[src/rtl/simd_alu_dispatch_if.sv]
// Request/response handshake bundle for simd_alu_dispatch.
// The master side offers requests and accepts responses; the slave side is the dispatcher.
interface simd_alu_dispatch_if #(
    parameter int LANES     = 4,
    parameter int BIT_WIDTH = 32,
    parameter int TAG_W     = 4
);
    logic                         req_valid;
    logic                         req_ready;
    logic [1:0]                   req_op;
    logic [LANES*BIT_WIDTH-1:0]   req_a;
    logic [LANES*BIT_WIDTH-1:0]   req_b;
    logic                         rsp_valid;
    logic                         rsp_ready;
    logic [LANES*BIT_WIDTH-1:0]   rsp_result;
    logic [LANES-1:0]             rsp_div_by_zero;
    logic [TAG_W-1:0]             rsp_tag;

    modport master (
        output req_valid, req_op, req_a, req_b, rsp_ready,
        input  req_ready, rsp_valid, rsp_result, rsp_div_by_zero, rsp_tag
    );

    modport slave (
        input  req_valid, req_op, req_a, req_b, rsp_ready,
        output req_ready, rsp_valid, rsp_result, rsp_div_by_zero, rsp_tag
    );
endinterface

[src/rtl/simd_alu_dispatch.sv]
// FIFO-buffered, single-in-flight issue stage for simd_lockstep_alu with tagged responses.
// Defining SIMD_DISPATCH_PERF_EN adds saturating perf_ops/perf_stall counters.
module simd_alu_dispatch #(
    parameter int LANES     = 4,
    parameter int BIT_WIDTH = 32,
    parameter int DEPTH     = 4,
    parameter int TAG_W     = 4
) (
    input  logic                       clk,
    input  logic                       reset_n,
    simd_alu_dispatch_if.slave         bus,
    output logic                       alu_start,
    output logic [1:0]                 alu_op,
    output logic [LANES*BIT_WIDTH-1:0] alu_a,
    output logic [LANES*BIT_WIDTH-1:0] alu_b,
    input  logic                       alu_done,
    input  logic [LANES*BIT_WIDTH-1:0] alu_result,
    input  logic [LANES-1:0]           alu_div_by_zero,
`ifdef SIMD_DISPATCH_PERF_EN
    output logic                       busy,
    output logic [31:0]                perf_ops,
    output logic [31:0]                perf_stall
`else
    output logic                       busy
`endif
);
    localparam int VW = LANES * BIT_WIDTH;
    localparam int PW = $clog2(DEPTH);

    typedef struct packed {
        logic [1:0]       op;
        logic [VW-1:0]    a;
        logic [VW-1:0]    b;
        logic [TAG_W-1:0] tag;
    } entry_t;

    typedef enum logic [1:0] {IDLE, ISSUE, WAIT, RESP} state_t;

    entry_t           mem_q [DEPTH];
    entry_t           mem_d [DEPTH];
    logic [PW-1:0]    wr_ptr_q, wr_ptr_d;
    logic [PW-1:0]    rd_ptr_q, rd_ptr_d;
    logic [PW:0]      count_q, count_d;
    logic [TAG_W-1:0] tag_q, tag_d;
    logic             req_ready_q, req_ready_d;
    state_t           state_q, state_d;
    entry_t           hold_q, hold_d;
    logic             rsp_valid_q, rsp_valid_d;
    logic [VW-1:0]    rsp_result_q, rsp_result_d;
    logic [LANES-1:0] rsp_dbz_q, rsp_dbz_d;
    logic [TAG_W-1:0] rsp_tag_q, rsp_tag_d;
    logic             push;
    logic             pop;

    // req_ready is registered so it reads 0 while reset is held; it equals !full otherwise.
    always_comb begin
        push        = bus.req_valid && req_ready_q;
        pop         = (state_q == IDLE) && (count_q != '0);
        mem_d       = mem_q;
        wr_ptr_d    = wr_ptr_q;
        rd_ptr_d    = rd_ptr_q;
        count_d     = count_q;
        tag_d       = tag_q;
        if (push) begin
            mem_d[wr_ptr_q] = '{op: bus.req_op, a: bus.req_a, b: bus.req_b, tag: tag_q};
            wr_ptr_d        = wr_ptr_q + PW'(1);
            tag_d           = tag_q + TAG_W'(1);
        end
        if (pop) begin
            rd_ptr_d = rd_ptr_q + PW'(1);
        end
        case ({push, pop})
            2'b10:   count_d = count_q + (PW+1)'(1);
            2'b01:   count_d = count_q - (PW+1)'(1);
            default: count_d = count_q;
        endcase
        req_ready_d = (count_d != (PW+1)'(DEPTH));
    end

    always_comb begin
        state_d      = state_q;
        hold_d       = hold_q;
        rsp_valid_d  = rsp_valid_q;
        rsp_result_d = rsp_result_q;
        rsp_dbz_d    = rsp_dbz_q;
        rsp_tag_d    = rsp_tag_q;
        case (state_q)
            IDLE: begin
                if (pop) begin
                    hold_d  = mem_q[rd_ptr_q];
                    state_d = ISSUE;
                end
            end
            ISSUE: begin
                state_d = WAIT;
            end
            WAIT: begin
                if (alu_done) begin
                    rsp_result_d = alu_result;
                    rsp_dbz_d    = alu_div_by_zero;
                    rsp_tag_d    = hold_q.tag;
                    rsp_valid_d  = 1'b1;
                    state_d      = RESP;
                end
            end
            RESP: begin
                if (bus.rsp_ready) begin
                    rsp_valid_d = 1'b0;
                    state_d     = IDLE;
                end
            end
            default: state_d = IDLE;
        endcase
    end

    always_ff @(posedge clk or negedge reset_n) begin
        if (!reset_n) begin
            wr_ptr_q     <= '0;
            rd_ptr_q     <= '0;
            count_q      <= '0;
            tag_q        <= '0;
            req_ready_q  <= 1'b0;
            state_q      <= IDLE;
            hold_q       <= '0;
            rsp_valid_q  <= 1'b0;
            rsp_result_q <= '0;
            rsp_dbz_q    <= '0;
            rsp_tag_q    <= '0;
        end else begin
            wr_ptr_q     <= wr_ptr_d;
            rd_ptr_q     <= rd_ptr_d;
            count_q      <= count_d;
            tag_q        <= tag_d;
            req_ready_q  <= req_ready_d;
            state_q      <= state_d;
            hold_q       <= hold_d;
            rsp_valid_q  <= rsp_valid_d;
            rsp_result_q <= rsp_result_d;
            rsp_dbz_q    <= rsp_dbz_d;
            rsp_tag_q    <= rsp_tag_d;
        end
    end

    // Storage carries no reset: only entries between the pointers are ever read.
    always_ff @(posedge clk) begin
        mem_q <= mem_d;
    end

    assign bus.req_ready       = req_ready_q;
    assign bus.rsp_valid       = rsp_valid_q;
    assign bus.rsp_result      = rsp_result_q;
    assign bus.rsp_div_by_zero = rsp_dbz_q;
    assign bus.rsp_tag         = rsp_tag_q;
    assign alu_start           = (state_q == ISSUE);
    assign alu_op              = hold_q.op;
    assign alu_a               = hold_q.a;
    assign alu_b               = hold_q.b;
    assign busy                = (state_q != IDLE) || (count_q != '0);

`ifdef SIMD_DISPATCH_PERF_EN
    logic [31:0] perf_ops_q, perf_ops_d;
    logic [31:0] perf_stall_q, perf_stall_d;

    always_comb begin
        perf_ops_d   = perf_ops_q;
        perf_stall_d = perf_stall_q;
        if (rsp_valid_q && bus.rsp_ready && (perf_ops_q != 32'hFFFF_FFFF)) begin
            perf_ops_d = perf_ops_q + 32'd1;
        end
        if (bus.req_valid && !req_ready_q && (perf_stall_q != 32'hFFFF_FFFF)) begin
            perf_stall_d = perf_stall_q + 32'd1;
        end
    end

    always_ff @(posedge clk or negedge reset_n) begin
        if (!reset_n) begin
            perf_ops_q   <= '0;
            perf_stall_q <= '0;
        end else begin
            perf_ops_q   <= perf_ops_d;
            perf_stall_q <= perf_stall_d;
        end
    end

    assign perf_ops   = perf_ops_q;
    assign perf_stall = perf_stall_q;
`endif
endmodule
[src/flat_wrapper.sv]
// flat-port wrapper written by rule: the top's interface ports become plain ports
module simd_alu_dispatch_flat 
#(
    parameter int LANES     = 4,
    parameter int BIT_WIDTH = 32,
    parameter int DEPTH     = 4,
    parameter int TAG_W     = 4
)
  (clk, reset_n, alu_start, alu_op, alu_a, alu_b, alu_done, alu_result, alu_div_by_zero, busy, bus_req_valid, bus_req_op, bus_req_a, bus_req_b, bus_rsp_ready, bus_req_ready, bus_rsp_valid, bus_rsp_result, bus_rsp_div_by_zero, bus_rsp_tag);
  simd_alu_dispatch_if #(.LANES(LANES), .BIT_WIDTH(BIT_WIDTH), .TAG_W(TAG_W)) bus_i ();
  input  logic clk;
  input  logic reset_n;
  output logic alu_start;
  output logic [1:0] alu_op;
  output logic [LANES*BIT_WIDTH-1:0] alu_a;
  output logic [LANES*BIT_WIDTH-1:0] alu_b;
  input  logic alu_done;
  input  logic [LANES*BIT_WIDTH-1:0] alu_result;
  input  logic [LANES-1:0] alu_div_by_zero;
  output logic busy;
  input wire logic [$bits(bus_i.req_valid)-1:0] bus_req_valid;
  input wire logic [$bits(bus_i.req_op)-1:0] bus_req_op;
  input wire logic [$bits(bus_i.req_a)-1:0] bus_req_a;
  input wire logic [$bits(bus_i.req_b)-1:0] bus_req_b;
  input wire logic [$bits(bus_i.rsp_ready)-1:0] bus_rsp_ready;
  output wire logic [$bits(bus_i.req_ready)-1:0] bus_req_ready;
  output wire logic [$bits(bus_i.rsp_valid)-1:0] bus_rsp_valid;
  output wire logic [$bits(bus_i.rsp_result)-1:0] bus_rsp_result;
  output wire logic [$bits(bus_i.rsp_div_by_zero)-1:0] bus_rsp_div_by_zero;
  output wire logic [$bits(bus_i.rsp_tag)-1:0] bus_rsp_tag;
  assign bus_i.req_valid = bus_req_valid;
  assign bus_i.req_op = bus_req_op;
  assign bus_i.req_a = bus_req_a;
  assign bus_i.req_b = bus_req_b;
  assign bus_i.rsp_ready = bus_rsp_ready;
  assign bus_req_ready = bus_i.req_ready;
  assign bus_rsp_valid = bus_i.rsp_valid;
  assign bus_rsp_result = bus_i.rsp_result;
  assign bus_rsp_div_by_zero = bus_i.rsp_div_by_zero;
  assign bus_rsp_tag = bus_i.rsp_tag;
  simd_alu_dispatch #(.LANES(LANES), .BIT_WIDTH(BIT_WIDTH), .DEPTH(DEPTH), .TAG_W(TAG_W)) u_core (.clk(clk), .reset_n(reset_n), .bus(bus_i), .alu_start(alu_start), .alu_op(alu_op), .alu_a(alu_a), .alu_b(alu_b), .alu_done(alu_done), .alu_result(alu_result), .alu_div_by_zero(alu_div_by_zero), .busy(busy));
endmodule
[config.mk]
export PLATFORM = sky130hd
export DESIGN_NAME = simd_alu_dispatch_flat
export DESIGN_NICKNAME = d
export VERILOG_FILES = /design/src/rtl/simd_alu_dispatch_if.sv /design/src/rtl/simd_alu_dispatch.sv /design/src/flat_wrapper.sv
export SDC_FILE = /design/constraint.sdc
export NUM_CORES = 1
export LEC_CHECK = 0
export ABC_AREA = 0
export CAP_MARGIN = 10
export CORE_MARGIN = 4
export CORE_UTILIZATION = 40
export DETAILED_ROUTE_END_ITERATION = 6
export GPL_ROUTABILITY_DRIVEN = 0
export SLEW_MARGIN = 10
export SYNTH_ARGS = -nofsm -noshare
export SYNTH_HDL_FRONTEND = slang
export SYNTH_SLANG_ARGS = --single-unit
[constraint.sdc]
create_clock -name clk -period 6.9 [get_ports clk]
set_clock_uncertainty 0.15 [all_clocks]
set_input_delay 1.725 -clock clk [delete_from_list [all_inputs] [get_ports clk]]
set_output_delay 1.725 -clock clk [all_outputs]
set_load 0.02 [all_outputs]
==> PnR_summary.wiki, run 1 <==
{| class="wikitable"
! Metric !! Value
|-
| Share of the synthesized area in the top cell type || between 50% and 60%
|-
| Syn Std Cell Area || between 50,000 and 60,000 sq um
|-
| Drt first pass iters || 6
|-
| Slowest Stage Delay on Critical Path || 0.57 ns
|-
| Die height || between 300 and 400 microns
|-
| # fillers || about 11,000
|-
| Result of the run || finished clean
|-
| Unrepaired setup endpoints after global routing || false
|-
| Worst slew slack as a fraction of its limit || about 29%
|-
| Via count normalized by instance count || roughly 5
|-
| GRT Residual Overflow || 0
|-
| Count of different cell masters after synthesis || 34
|-
| Starting Density || slightly above 40%
|-
| Number of cells produced by synthesis || between 3,000 and 4,000
|-
| Number of storage elements in the synthesis netlist || between 1,000 and 1,500
|-
| Top-level port count || slightly below 800
|-
| Post-detailed-route count of antenna-violating nets || 0
|-
| Syn_nets || 3,499
|-
| First-iteration detailed-routing DRC count || approximately 2,000
|-
| Most numerous cell in the Yosys netlist || sky130_fd_sc_hd__edfxtp_1
|-
| TritonCTS buffer count || approximately 160
|-
| Combinational fraction of design power || between 30 and 40%
|-
| VDD IR-drop max || ~0.30 mV
|-
| Area of the core region || approximately 140,000 sq um
|-
| Average routed wire per standard cell || ~23 microns
|-
| Final HPWL from detailed placement || 81.0 mm
|-
| Cell types occupying the most area after synthesis || sky130_fd_sc_hd__edfxtp_1 (57%), sky130_fd_sc_hd__dfrtp_1 (19%), sky130_fd_sc_hd__mux4_2 (11%), sky130_fd_sc_hd__nand2_1 (5.3%), sky130_fd_sc_hd__buf_4 (3.5%)
|-
| GRT Total Usage || between 10% and 20%
|-
| Highest Clock Rate || ~230 MHz
|-
| Clock transition at the registers of the reported paths || 0.06 ns
|-
| Insertion delay of the later-clocked pin in the worst-skew pair || 0.76 ns
|-
| Via count of the first global-routing pass || 29,100
|-
| Total of hold buffers inserted after clock tree synthesis || 0
|-
| Detailed Route WL || about 130 mm
|-
| Area taken by multi-input logic gates || between 10,000 and 15,000 sq um
|-
| Global-route wire length before repair || 194 mm
|-
| Largest net degree at the start of global routing || 187
|-
| Cell taking the most area after synthesis || sky130_fd_sc_hd__edfxtp_1
|-
| Net switching power || around 10 mW
|-
| Area occupied by registers || 41,800 sq um
|-
| Commonest register cell after synthesis || sky130_fd_sc_hd__edfxtp_1
|-
| Vias || approximately 28,000
|-
| Library cell used as clock root buffer || sky130_fd_sc_hd__clkbuf_16
|-
| Mean instance size in the synthesized netlist || around 18 sq um
|-
| Number of placement rows || roughly 140
|-
| Syn. warnings || 0
|-
| Remaining routing DRC violations || 0
|-
| Least-Margin Pin Slew || around 1.1 ns
|-
| Pwr/cell area || about 470 nW/um^2
|-
| Count of endpoints failing setup in the final report || 0
|-
| Final Hold Violating Endpoints || 0
|-
| Max Root-Sink Buffers || 3
|-
| Peak fanout along the critical path || 5
|-
| Total of buffers placed on input and output ports || between 700 and 800
|-
| Number of nets in the finished design || between 4,000 and 5,000
|-
| Area growth from synthesis to layout || 23.4%
|-
| Resize count post-CTS || 0
|-
| CP startpoint kind || flip-flop
|-
| Required arrival time at the worst endpoint || 5.03 ns
|-
| Period utilization || between 60% and 70%
|-
| Clock share of power || 26.4%
|-
| Number of pins exceeding their max-slew limit in the final report || 0
|-
| Ordered cell list for the critical path || nor3_1, nand2_1, clkdlybuf4s50_1
|-
| Fraction of registers with async set/reset || between 20% and 30%
|-
| EDFF count, synth || approximately 1,000
|-
| Worst min-delay path category || flip-flop to flip-flop
|-
| List of most frequent post-synthesis cells || sky130_fd_sc_hd__edfxtp_1 (1,048), sky130_fd_sc_hd__nand2_1 (789), sky130_fd_sc_hd__dfrtp_1 (413)
|-
| Antenna violations before repair || 31
|-
| H-tree level count || 4
|-
| Internal Power || about 22 mW
|-
| Fraction of final layout cells with drive strength greater than 1 || between 15 and 20%
|-
| Leakage power || around 25 nW
|-
| Critical path's slowest cell || sky130_fd_sc_hd__clkdlybuf4s50_1
|-
| Sinks on the clock net || ~1,500
|-
| Worst slack on hold paths || about 0.32 ns
|-
| Buffers inserted during post-CTS setup optimization || 0
|-
| Type of the worst setup path || flip-flop to primary output
|-
| Critical Path AT || 2.39 ns
|-
| Setup_tns || 0 ns
|-
| Overall Power || 32.1 mW
|-
| Total Die Area || roughly 150,000 sq um
|-
| Max-capacitance violation count || 0
|-
| Final Critical Period || ~4.3 ns
|-
| Share of synthesized area occupied by flip-flops and latches || ~75%
|-
| Share of power burned in registers || between 40% and 50%
|-
| Switching Fraction || approximately 32%
|-
| Worst Setup End Kind || primary output
|-
| Overall die width || about 380 microns
|-
| CTS tree || built
|}
## cell type report
| class | instances | share of cell area [%] |
|---|---|---|
| diodes | 20 | 0.0729 |
| clock buffers | 218 | 6.40 |
| clock inverters | 74 | 1.30 |
| inverters | 10 | 0.0656 |
| multi-input cells | 1232 | 15.8 |
| flip-flops and latches | 1461 | 60.9 |
| well taps | 1794 | 3.27 |
| repair buffers | 823 | 12.2 |
## cell families (layout without fill, tap and decap cells)
logic type	Yosys count	count (layout)	share of synthesized area, %
adders and majority gates	11	11	0.261
DFF	1461	1461	75.2
xor gates and xnor gates	8	8	0.126
buffers and inverters	400	1125	5.42
AOI/OAI and AO/OA	10	10	0.140
other	0	20	0
muxes	401	401	13.4
and+or+nand+nor	802	802	5.45
## final timing paths
| kind | startpoint | end | slack, ns | depth (start not counted) |
|---|---|---|---|---|
| max reg2reg | u_core.state_q[0] | u_core.alu_b[91] | 3.56 | 8 |
| min reg2reg | u_core.alu_op[0] | u_core.alu_op[0] | 0.32 | 2 |
| max in group asynchronous | reset_n | u_core.bus.rsp_result[5] | 4.46 | 2 |
| min in group asynchronous | reset_n | u_core.alu_a[125] | 0.86 | 1 |
| min | u_core.alu_op[0] | u_core.alu_op[0] | 0.32 | 2 |
| max | u_core.count_q[1] | busy | 2.64 | 3 |
## cells in the final DEF (no fill, tap or decap), drive strengths merged
cell type / n
buf: 32
o2bb2ai: 1
o31ai: 1
edfxtp: 1048
clkinv: 50
xor2: 2
clkbuf: 218
nor3: 2
a221oi: 1
inv: 14
a211oi: 1
o32a: 1
and3: 4
mux2: 139
dfrtp: 413
clkdlybuf4s50: 791
a21o: 1
nor2: 2
a21oi: 1
clkinvlp: 5
nand2: 790
xnor2: 6
o21a: 1
fa: 1
bufinv: 15
mux4: 262
nand3: 2
nor2b: 1
diode: 20
o21ai: 2
or2: 1
ha: 10
## sequential cells by signal, indices dropped and copies added, names as in the netlist
| name | flops |
|---|---|
| u_core.tag_q | 4 |
| u_core.wr_ptr_q | 2 |
| u_core.count_q | 3 |
| u_core.bus.rsp_div_by_zero | 4 |
| u_core.alu_a | 128 |
| u_core.bus.rsp_valid | 1 |
| u_core.alu_op | 2 |
| u_core.rd_ptr_q | 2 |
| u_core.mem_q | 1048 |
| u_core.hold_q | 4 |
| u_core.bus.req_ready | 1 |
| u_core.alu_b | 128 |
| u_core.state_q | 2 |
| u_core.bus.rsp_result | 128 |
| u_core.bus.rsp_tag | 4 |
## worst max-delay path, delay by kind of cell (launching register included)
kind                   cells  cell delay, ns
and+or+nand+nor            2            0.62
buffers and inverters      1            0.57
DFF                        1            0.46
## through the flow
| step | util, % | setup WS, ns | instance area (sq um) | cells |
|---|---|---|---|---|
| 2_1_floorplan | - | 1.39 | 55600 | 3093 |
| 3_3_place_gp | 45.9 | 2.46 | 63300 | 5320 |
| 3_5_place_dp | 45.9 | 2.47 | 63300 | 5320 |
| 4_1_cts | 49.8 | 2.57 | 68600 | 5612 |
| 5_1_grt | 49.8 | 2.52 | 68600 | 5617 |
| 6_report | 49.8 | 2.64 | 68600 | 5632 |
## metal layers
| metal | vias up | GRT usage, % | part of all wire [%] |
|---|---|---|---|
| li1 | 12300 | - | - |
| met1 | 14300 | 23.2 | 42 |
| met2 | 790 | 28.7 | 49 |
| met3 | 216 | 5.36 | 6.9 |
| met4 | 22 | 5.82 | 2.5 |
| met5 | - | 0 | 0.11 |
## power by group through the flow
stage          logic [mW]  registers (mW)  clock network (mW)
6_report             10.5            13.1                8.47
4_1_cts              10.8            13.2                8.74
3_5_place_dp         10.8            13.3                   0
3_3_place_gp         10.7            13.3                   0
5_1_grt              11.4            13.4                9.11
2_1_floorplan        7.32            13.5                   0
No activity file was read; power rests on OpenSTA's default activity.
==> inputs of run 2 (changes only) <==
==> constraint.sdc (replaced) <==
create_clock -name clk -period 4.3 [get_ports clk]
set_clock_uncertainty 0.15 [all_clocks]
set_input_delay 1.075 -clock clk [delete_from_list [all_inputs] [get_ports clk]]
set_output_delay 1.075 -clock clk [all_outputs]
set_load 0.02 [all_outputs]
==> PnR_summary.wiki, run 2 (same netlist as run 1, synthesis figures left out) <==
{| class="wikitable"
! Metric !! Value
|-
| Die height || 381 microns
|-
| Vias || 27,800
|-
| Count of buffer and inverter cells on the critical path || 1
|-
| Least-Margin Pin Slew || roughly 1.1 ns
|-
| Overall die width || between 300 and 400 microns
|-
| # fillers || 11,400
|-
| CP startpoint kind || flip-flop
|-
| Non-filler instance count after layout || about 5,700
|-
| Total of buffers placed on input and output ports || 792
|-
| Drt first pass iters || 5
|-
| Average routed wire per standard cell || between 20 and 25 microns
|-
| Setup_tns || 0 ns
|-
| Result of the run || finished clean
|-
| Critical Path AT || 2.33 ns
|-
| Final Critical Period || 3.56 ns
|-
| Type of the worst setup path || flip-flop to primary output
|-
| Max-capacitance violation count || 0
|-
| Antenna violations before repair || 35
|-
| Sinks on the clock net || ~1,500
|-
| Slowest Stage Delay on Critical Path || ~0.57 ns
|-
| Post-Place Worst Slack || just under 0.9 ns
|-
| Number of nets in the finished design || 4,130
|-
| Unrepaired setup endpoints after global routing || false
|-
| Max Root-Sink Buffers || 3
|-
| Pwr/cell area || around 750 nW/um^2
|-
| Final HPWL from detailed placement || 84.1 mm
|-
| Count of endpoints failing setup in the final report || 0
|-
| Worst slew slack as a fraction of its limit || about 29%
|-
| Leakage power || approximately 25 nW
|-
| Resize count post-CTS || 0
|-
| Period utilization || 82.7%
|-
| Max FFs per register || 1,048
|-
| TritonCTS buffer count || ~150
|-
| Overall Power || about 50 mW
|-
| Placed Cells || roughly 5,400
|-
| Library cell used as clock root buffer || sky130_fd_sc_hd__clkbuf_16
|-
| Largest net degree at the start of global routing || 180
|-
| Detailed Route WL || 130 mm
|-
| Total of hold buffers inserted after clock tree synthesis || 0
|-
| Ordered cell list for the critical path || nor3_1, nand2_1, clkdlybuf4s50_1
|-
| Number of placement rows || around 140
|-
| Required arrival time at the worst endpoint || around 3.1 ns
|-
| Area of the core region || between 100,000 and 150,000 sq um
|-
| Area growth from synthesis to layout || 24.1%
|-
| Peak fanout along the critical path || 4
|-
| Starting Density || 40.3%
|-
| Clock transition at the registers of the reported paths || approximately 0.06 ns
|-
| Worst min-delay path category || input pin to asynchronous set/reset pin
|-
| CTS tree || built
|-
| Total Die Area || 145,000 sq um
|-
| Worst Setup End Kind || primary output
|-
| Most frequent cells in the layout || sky130_fd_sc_hd__edfxtp_1 (1,048), sky130_fd_sc_hd__clkdlybuf4s50_1 (791), sky130_fd_sc_hd__nand2_1 (789)
|-
| Via count of the first global-routing pass || about 29,000
|-
| Fraction of final layout cells with drive strength greater than 1 || 18.3%
|-
| GRT Residual Overflow || 0
|-
| Post-detailed-route count of antenna-violating nets || 0
|-
| Global-route wire length before repair || 195 mm
|-
| Top-level port count || 793
|-
| Remaining routing DRC violations || 0
|-
| First-iteration detailed-routing DRC count || about 2,000
|-
| Worst path setup slack after routing || about 0.74 ns
|-
| GRT Total Usage || about 18%
|-
| Highest Clock Rate || approximately 280 MHz
|-
| Via count normalized by instance count || 4.91
|-
| Final Hold Violating Endpoints || 0
|-
| H-tree level count || 4
|-
| Worst slack on hold paths || 0.126 ns
|-
| Number of pins exceeding their max-slew limit in the final report || 0
|-
| VDD IR-drop max || between 0.4 and 0.5 mV
|-
| Most flops, register || u_core.mem_q
|-
| Area taken by multi-input logic gates || roughly 11,000 sq um
|-
| Most common cell after layout, fill and taps aside || sky130_fd_sc_hd__edfxtp_1
|-
| Insertion delay of the later-clocked pin in the worst-skew pair || ~0.77 ns
|-
| Buffers inserted during post-CTS setup optimization || 0
|-
| Critical path's slowest cell || sky130_fd_sc_hd__clkdlybuf4s50_1
|-
| Cell family contributing the most delay on the critical path || simple AND/OR/NAND/NOR gates
|-
| Area occupied by registers || 41,800 sq um
|}
==> run 2: cell types whose count changed in the layout (fill, tap and decap cells not counted), moves of 3 or more <==
cell | previous run | this run
sky130_fd_sc_hd__clkinv_4 | 4 | 0
sky130_fd_sc_hd__buf_12 | 17 | 35
sky130_fd_sc_hd__buf_4 | 14 | 38
sky130_fd_sc_hd__diode_2 | 20 | 24
sky130_fd_sc_hd__clkinv_2 | 26 | 18
sky130_fd_sc_hd__clkinv_1 | 13 | 21
sky130_fd_sc_hd__bufinv_16 | 15 | 10
sky130_fd_sc_hd__inv_6 | 4 | 8
sky130_fd_sc_hd__clkinv_8 | 4 | 1
==> run 2: worst paths after layout <==
kind / slack, ns / depth (start not counted) / endpoint / start
max: 0.74 / 3 / busy / u_core.count_q[0]
max in group asynchronous: 2.77 / 3 / u_core.bus.rsp_result[9] / reset_n
max reg2reg: 1.47 / 10 / u_core.count_q[2] / u_core.state_q[0]
min in group clk: 0.32 / 2 / u_core.alu_a[114] / u_core.alu_a[114]
min: 0.13 / 1 / u_core.alu_b[22] / reset_n
min reg2reg: 0.32 / 2 / u_core.alu_a[114] / u_core.alu_a[114]
==> run 2: final cells by class <==
type	count	area share, %
Antenna cell	24	0.0871
Clock buffer	219	6.34
Clock inverter	66	1.03
Inverter	10	0.0653
Multi-Input combinational cell	1232	15.7
Sequential cell	1461	60.6
Tap cell	1794	3.25
Timing Repair Buffer	865	12.9
==> run 2: per-stage QoR <==
step	util [%]	area (sq um)
2_1_floorplan	-	55600
3_3_place_gp	46.3	63800
4_1_cts	50.0	68900
5_1_grt	50.0	69000
3_5_place_dp	46.3	63800
6_report	50.1	69000
==> run 2: report_power, final <==
group / switching [mW] / leakage, nW / internal [mW]
clock network: 5.44 / 2.48 / 7.73
logic: 9.35 / 8.30 / 7.92
registers: 1.75 / 14.6 / 19.2
total: 16.5 / 25.4 / 34.9
==> run 2: metal layers <==
layer  GRT usage, %  share of wire [%]  up-vias
met3           5.03                6.4      190
li1               -                  -    12400
met4           5.54                2.2       20
met5              0               0.11        -
met2           29.1                 50      784
met1           23.3                 41    14400
